==> src/rtl/xosera_pkg.sv <==
// Shared Xosera types and board-level defaults.
// Board tops take the boot sequencer timing defaults from here.
package xv;

  typedef enum logic [2:0] {HOLD, QUALIFY, RUN, DRAIN, BOOT} boot_state_t;

  localparam int LOCK_STABLE_CYCLES    = 1024;
  localparam int RECONFIG_DRAIN_CYCLES = 64;

  function automatic int max_int(input int a, input int b);
    return (a > b) ? a : b;
  endfunction

endpackage

==> src/rtl/sync_2ff.sv <==
// Generic 1-bit two-flop synchronizer for an asynchronous level input.
// Both flops clear to 0 on reset.
module sync_2ff (
  input  logic clk,
  input  logic rst,
  input  logic d,
  output logic q
);

  logic meta_p0;
  logic sync_p1;

  always_ff @(posedge clk or posedge rst) begin
    if (rst) begin
      meta_p0 <= 1'b0;
      sync_p1 <= 1'b0;
    end else begin
      meta_p0 <= d;
      sync_p1 <= meta_p0;
    end
  end

  assign q = sync_p1;

endmodule

==> src/rtl/xosera_boot_ctrl.sv <==
// Reset and warm-boot sequencer: qualifies PLL lock before releasing the core,
// and turns a one-cycle reconfigure request into a drained SB_WARMBOOT sequence.
module xosera_boot_ctrl #(
  parameter int LOCK_STABLE_CYCLES    = xv::LOCK_STABLE_CYCLES,
  parameter int RECONFIG_DRAIN_CYCLES = xv::RECONFIG_DRAIN_CYCLES
) (
  input  logic       clk,
  input  logic       reset_i,
  input  logic       pll_lock_i,
  input  logic       reconfig_i,
  input  logic [1:0] boot_select_i,
  output logic       main_reset_o,
  output logic       ready_o,
  output logic       boot_o,
  output logic [1:0] boot_s_o
);

  import xv::*;

  localparam int CNT_MAX = max_int(LOCK_STABLE_CYCLES, RECONFIG_DRAIN_CYCLES);
  localparam int CNT_W   = $clog2(CNT_MAX + 1);

  localparam logic [CNT_W-1:0] LOCK_LAST  = CNT_W'(LOCK_STABLE_CYCLES - 1);
  localparam logic [CNT_W-1:0] DRAIN_LAST = CNT_W'(RECONFIG_DRAIN_CYCLES - 1);

  logic             lock_s;
  boot_state_t      state;
  boot_state_t      state_next;
  logic [CNT_W-1:0] cnt;
  logic [CNT_W-1:0] cnt_next;
  logic [1:0]       boot_s_next;

  sync_2ff u_lock_sync (
    .clk (clk),
    .rst (reset_i),
    .d   (pll_lock_i),
    .q   (lock_s)
  );

  always_ff @(posedge clk or posedge reset_i) begin
    if (reset_i) begin
      state        <= HOLD;
      cnt          <= '0;
      main_reset_o <= 1'b1;
      ready_o      <= 1'b0;
      boot_o       <= 1'b0;
      boot_s_o     <= 2'b00;
    end else begin
      state        <= state_next;
      cnt          <= cnt_next;
      // outputs decode the next state so they change on the same edge as the state
      main_reset_o <= (state_next != RUN);
      ready_o      <= (state_next == RUN);
      boot_o       <= (state_next == BOOT);
      boot_s_o     <= boot_s_next;
    end
  end

  always_comb begin
    state_next  = state;
    cnt_next    = cnt;
    boot_s_next = boot_s_o;
    unique case (state)
      HOLD: begin
        cnt_next   = '0;
        state_next = QUALIFY;
      end
      QUALIFY: begin
        if (!lock_s) begin
          cnt_next = '0;
        end else if (cnt == LOCK_LAST) begin
          cnt_next   = '0;
          state_next = RUN;
        end else begin
          cnt_next = cnt + CNT_W'(1);
        end
      end
      RUN: begin
        cnt_next = '0;
        // lock loss wins over a simultaneous reconfigure request
        if (!lock_s) begin
          state_next = HOLD;
        end else if (reconfig_i) begin
          boot_s_next = boot_select_i;
          state_next  = DRAIN;
        end
      end
      DRAIN: begin
        if (cnt == DRAIN_LAST) begin
          cnt_next   = '0;
          state_next = BOOT;
        end else begin
          cnt_next = cnt + CNT_W'(1);
        end
      end
      BOOT: begin
        state_next = BOOT;
      end
      default: begin
        cnt_next   = '0;
        state_next = HOLD;
      end
    endcase
  end

endmodule

==> config.mk <==
export PLATFORM = sky130hd
export DESIGN_NAME = xosera_boot_ctrl
export DESIGN_NICKNAME = d
export VERILOG_FILES = /design/src/rtl/xosera_pkg.sv /design/src/rtl/sync_2ff.sv /design/src/rtl/xosera_boot_ctrl.sv
export SDC_FILE = /design/constraint.sdc
export NUM_CORES = 1
export LEC_CHECK = 0
export ABC_AREA = 1
export BUFFER_PORTS_ARGS = -buffer_cell sky130_fd_sc_hd__buf_2
export CORE_ASPECT_RATIO = 1.4
export CORE_UTILIZATION = 30
export CTS_CLUSTER_DIAMETER = 150
export DETAILED_ROUTE_END_ITERATION = 10
export PLACE_DENSITY = 0.52
export SLEW_MARGIN = 20
export SYNTH_ARGS = -nofsm -noshare
export SYNTH_HDL_FRONTEND = slang
export SYNTH_SLANG_ARGS = --single-unit
==> constraint.sdc <==
create_clock -name clk -period 3.6 [get_ports clk]
set_clock_uncertainty 0.1 [all_clocks]
set_input_delay 0.72 -clock clk [delete_from_list [all_inputs] [get_ports clk]]
set_output_delay 0.72 -clock clk [all_outputs]
set_load 0.1 [all_outputs]
==> flow_summary.yaml <==
sta:
  tns_ns: 0
  hold_viol: 0
  maxSlewHeadroom: 0.460
  finalSetupViolCount: 0
  final-max-slew-violation-count: 0
  tightestPinTransition_ns: 0.809
  min_period_ns: 2.03
  fin_ws_ns: 1.57
  period_share: 0.563
  clock.fmax_mhz: 494
  rsz0062_at_grt: "false"
critical_path:
  worst_setup_path_start_kind: "flop"
  slowest_stage: "dfstp_2"
  crit_required_ns: 2.78
  reg2reg_setup_slack_ns: 2.09
  path_cells: "buf_2"
  path_class: "reg -> out"
  crit_buf_inv: 1
  crit_path_start: "main_reset_o"
  path_delay_family: "flip-flops"
  crit_path_max_incr_delay_ns: 0.53
  r2r_start: "cnt[0]"
  cp.arrival_ns: 1.21
  end_kind: "primary output"
  worstPathMaxFanout: 1
global_routing:
  overflow: 0
  grtUsageTotal: 0.141
  grt_pass1_vias: 930
  antenna_found_initial: 0
  grt_pass1_wl_um: 3970
  grt_max_degree: 22
pwr:
  p_leak_nw: 0.680
  irDropWorstVdd_v: 0.000198
  seq_power_share: 0.564
  power.density_nw_per_um2: 370
  switching_share: 0.261
  switching_power_mw: 0.123
  p_int_mw: 0.347
  clkPwrFrac: 0.340
  pwr-share-comb: 0.096
route:
  num_vias: 857
  avgViaCountPerCell: 4.39
  drt-total-wl_um: 2090
  wl_met2_um: 1080
  drt_iter0_drc: 10
  wl_met3_um: 43
  antenna_left: 0
  highest_layer: "met4"
  drc_errors: 0
  routedWlPerCell_um: 10.7
  wirelength_met1_um: 898
  dr.pass1.iters: 4
yosys:
  synth-edff-count: 0
  ys_ff_latch: 21
  yosysMostFrequentCell: "nand2_1"
  synth_top_area_frac: 0.442
  synth_common_cells: "nand2_1, inv_1, dfrtp_1"
  synth_cell_types: 24
  yosys.area.top_type: "dfrtp_1"
  synthesis.nets: 147
  ys_warn_count: 0
  seq_area_frac_synth: 0.465
  synth_ff_type: "dfrtp_1"
  synth_area_leaders: "dfrtp_1, nand2_1, inv_1"
  syn_inst: 140
  syn_area_per_cell_um2: 8.10
  mappedNetlistArea_um2: 1130
  async_reset_ff_frac: 1.00
die:
  coreArea_um2: 3640
  die-width_um: 54.0
  initial_utilization: 0.311
  rows: 26
  fp.dieH_um: 74.7
  die_area_um2: 4030
  io-pin-count: 11
layout:
  drive_above_1_share: 0.242
  insertedDiodeCount: 0
  design_area_um2: 1270
  nNetsFinal: 161
  areaGrowthSynthToFinish_pct: 12.1
placed_design:
  place_area_um2: 1220
  place_ws_ns: 1.88
  place_hpwl_um: 1580
  numPortBuffers: 10
  gp_congestion: 0.751
clock_network:
  cts_tree: "done"
  cts_max_level: 1
  post-cts-setup-buffer-count: 0
  cts-resized-gates: 0
  cts_made_buffers: 3
  postCtsHoldBufs: 0
  root_buffer: "clkbuf_8"
  cts.sinks: 21
  clk_pin_slew_ns: 0.08
  ctsLongestPathBuffers: 2
  clk_latency_ns: 0.27
job:
  cap_violations: 0
hold_path:
  hold_path.class: "reg -> reg"
  hp-start: "u_lock_sync.meta_p0"
status:
  outcome: "finished clean"
==> routing by layer <==
layer	vias to the layer above	track usage
met5	-	0
met4	0	0.102
met3	4	0.0283
met2	13	0.233
met1	391	0.156
li1	449	-
==> state kept, by name, summed over array words and instances (netlist names) <==
name / count
cnt: 11
state: 3
boot_s_o: 2
boot_o: 1
main_reset_o: 1
ready_o: 1
u_lock_sync.meta_p0: 1
u_lock_sync.q: 1
==> stage by stage <==
stage          instances  total power, mW  hold WS [ns]   util
2_1_floorplan        140            0.303         0.231      -
3_3_place_gp         191            0.314         0.237  0.336
3_5_place_dp         191            0.315         0.246  0.336
4_1_cts              195            0.474         0.265  0.349
5_1_grt              195            0.494         0.267  0.349
6_report             195            0.470         0.259  0.349
==> logic make-up (layout without fill, tap and decap cells) <==
logic type | after synthesis | after routing | share of synthesized area
simple gates | 74 | 74 | 0.342
buf+inv | 30 | 43 | 0.106
flops | 21 | 21 | 0.465
compound gates | 11 | 11 | 0.0530
xor+xnor | 3 | 3 | 0.0232
fa+ha+maj | 1 | 1 | 0.0110
==> layout make-up <==
cell class                      count  area, um2
Inverter                           29        109
Timing Repair Buffer               10       50.0
Tap cell                           42       52.6
Clock inverter                      1       5.00
Clock buffer                        3       41.3
Fill cell                         392       2370
Sequential cell                    21        527
Multi-Input combinational cell     89        487
==> worst reg2reg max path, delay by kind of cell (launching register included) <==
family        cells  cell delay [ns]
simple gates      6             0.69
flops             1             0.38
fa+ha+maj         1             0.20
buf+inv           1             0.04
==> final timing paths <==
| path | end | cells after the start |
|---|---|---|
| max reg2reg | cnt[5] | 8 |
| min | u_lock_sync.q | 0 |
| min in group asynchronous | cnt[3] | 2 |
| min reg2reg | u_lock_sync.q | 0 |
| max | main_reset_o | 1 |
| max in group asynchronous | cnt[6] | 2 |
==> power groups by stage <==
stage	registers [mW]	logic (mW)	clock network, mW
floorplan	0.266	0.0368	0
global placement	0.269	0.0450	0
detailed placement	0.270	0.0457	0
CTS	0.265	0.0465	0.163
global route	0.268	0.0542	0.173
finish	0.265	0.0451	0.160
==> placed cells by master (no fill, tap or decap) <==
cell / instances
nand2_1: 32
inv_1: 27
dfrtp_1: 20
nor2_1: 10
buf_2: 10
nand3_1: 8
nand2_2: 6
o21ai_0: 6
nor2_2: 5
nand3_2: 3
xor2_1: 3
nor2_4: 3
clkbuf_8: 3
inv_2: 2
a21oi_1: 2
nor3_1: 2
nand4_1: 2
nand2_4: 1
nand3_4: 1
o21ai_2: 1
a31oi_1: 1
o21ai_1: 1
and2_1: 1
ha_1: 1
clkinv_2: 1
dfstp_2: 1
No activity file was read; power rests on OpenSTA's default activity.
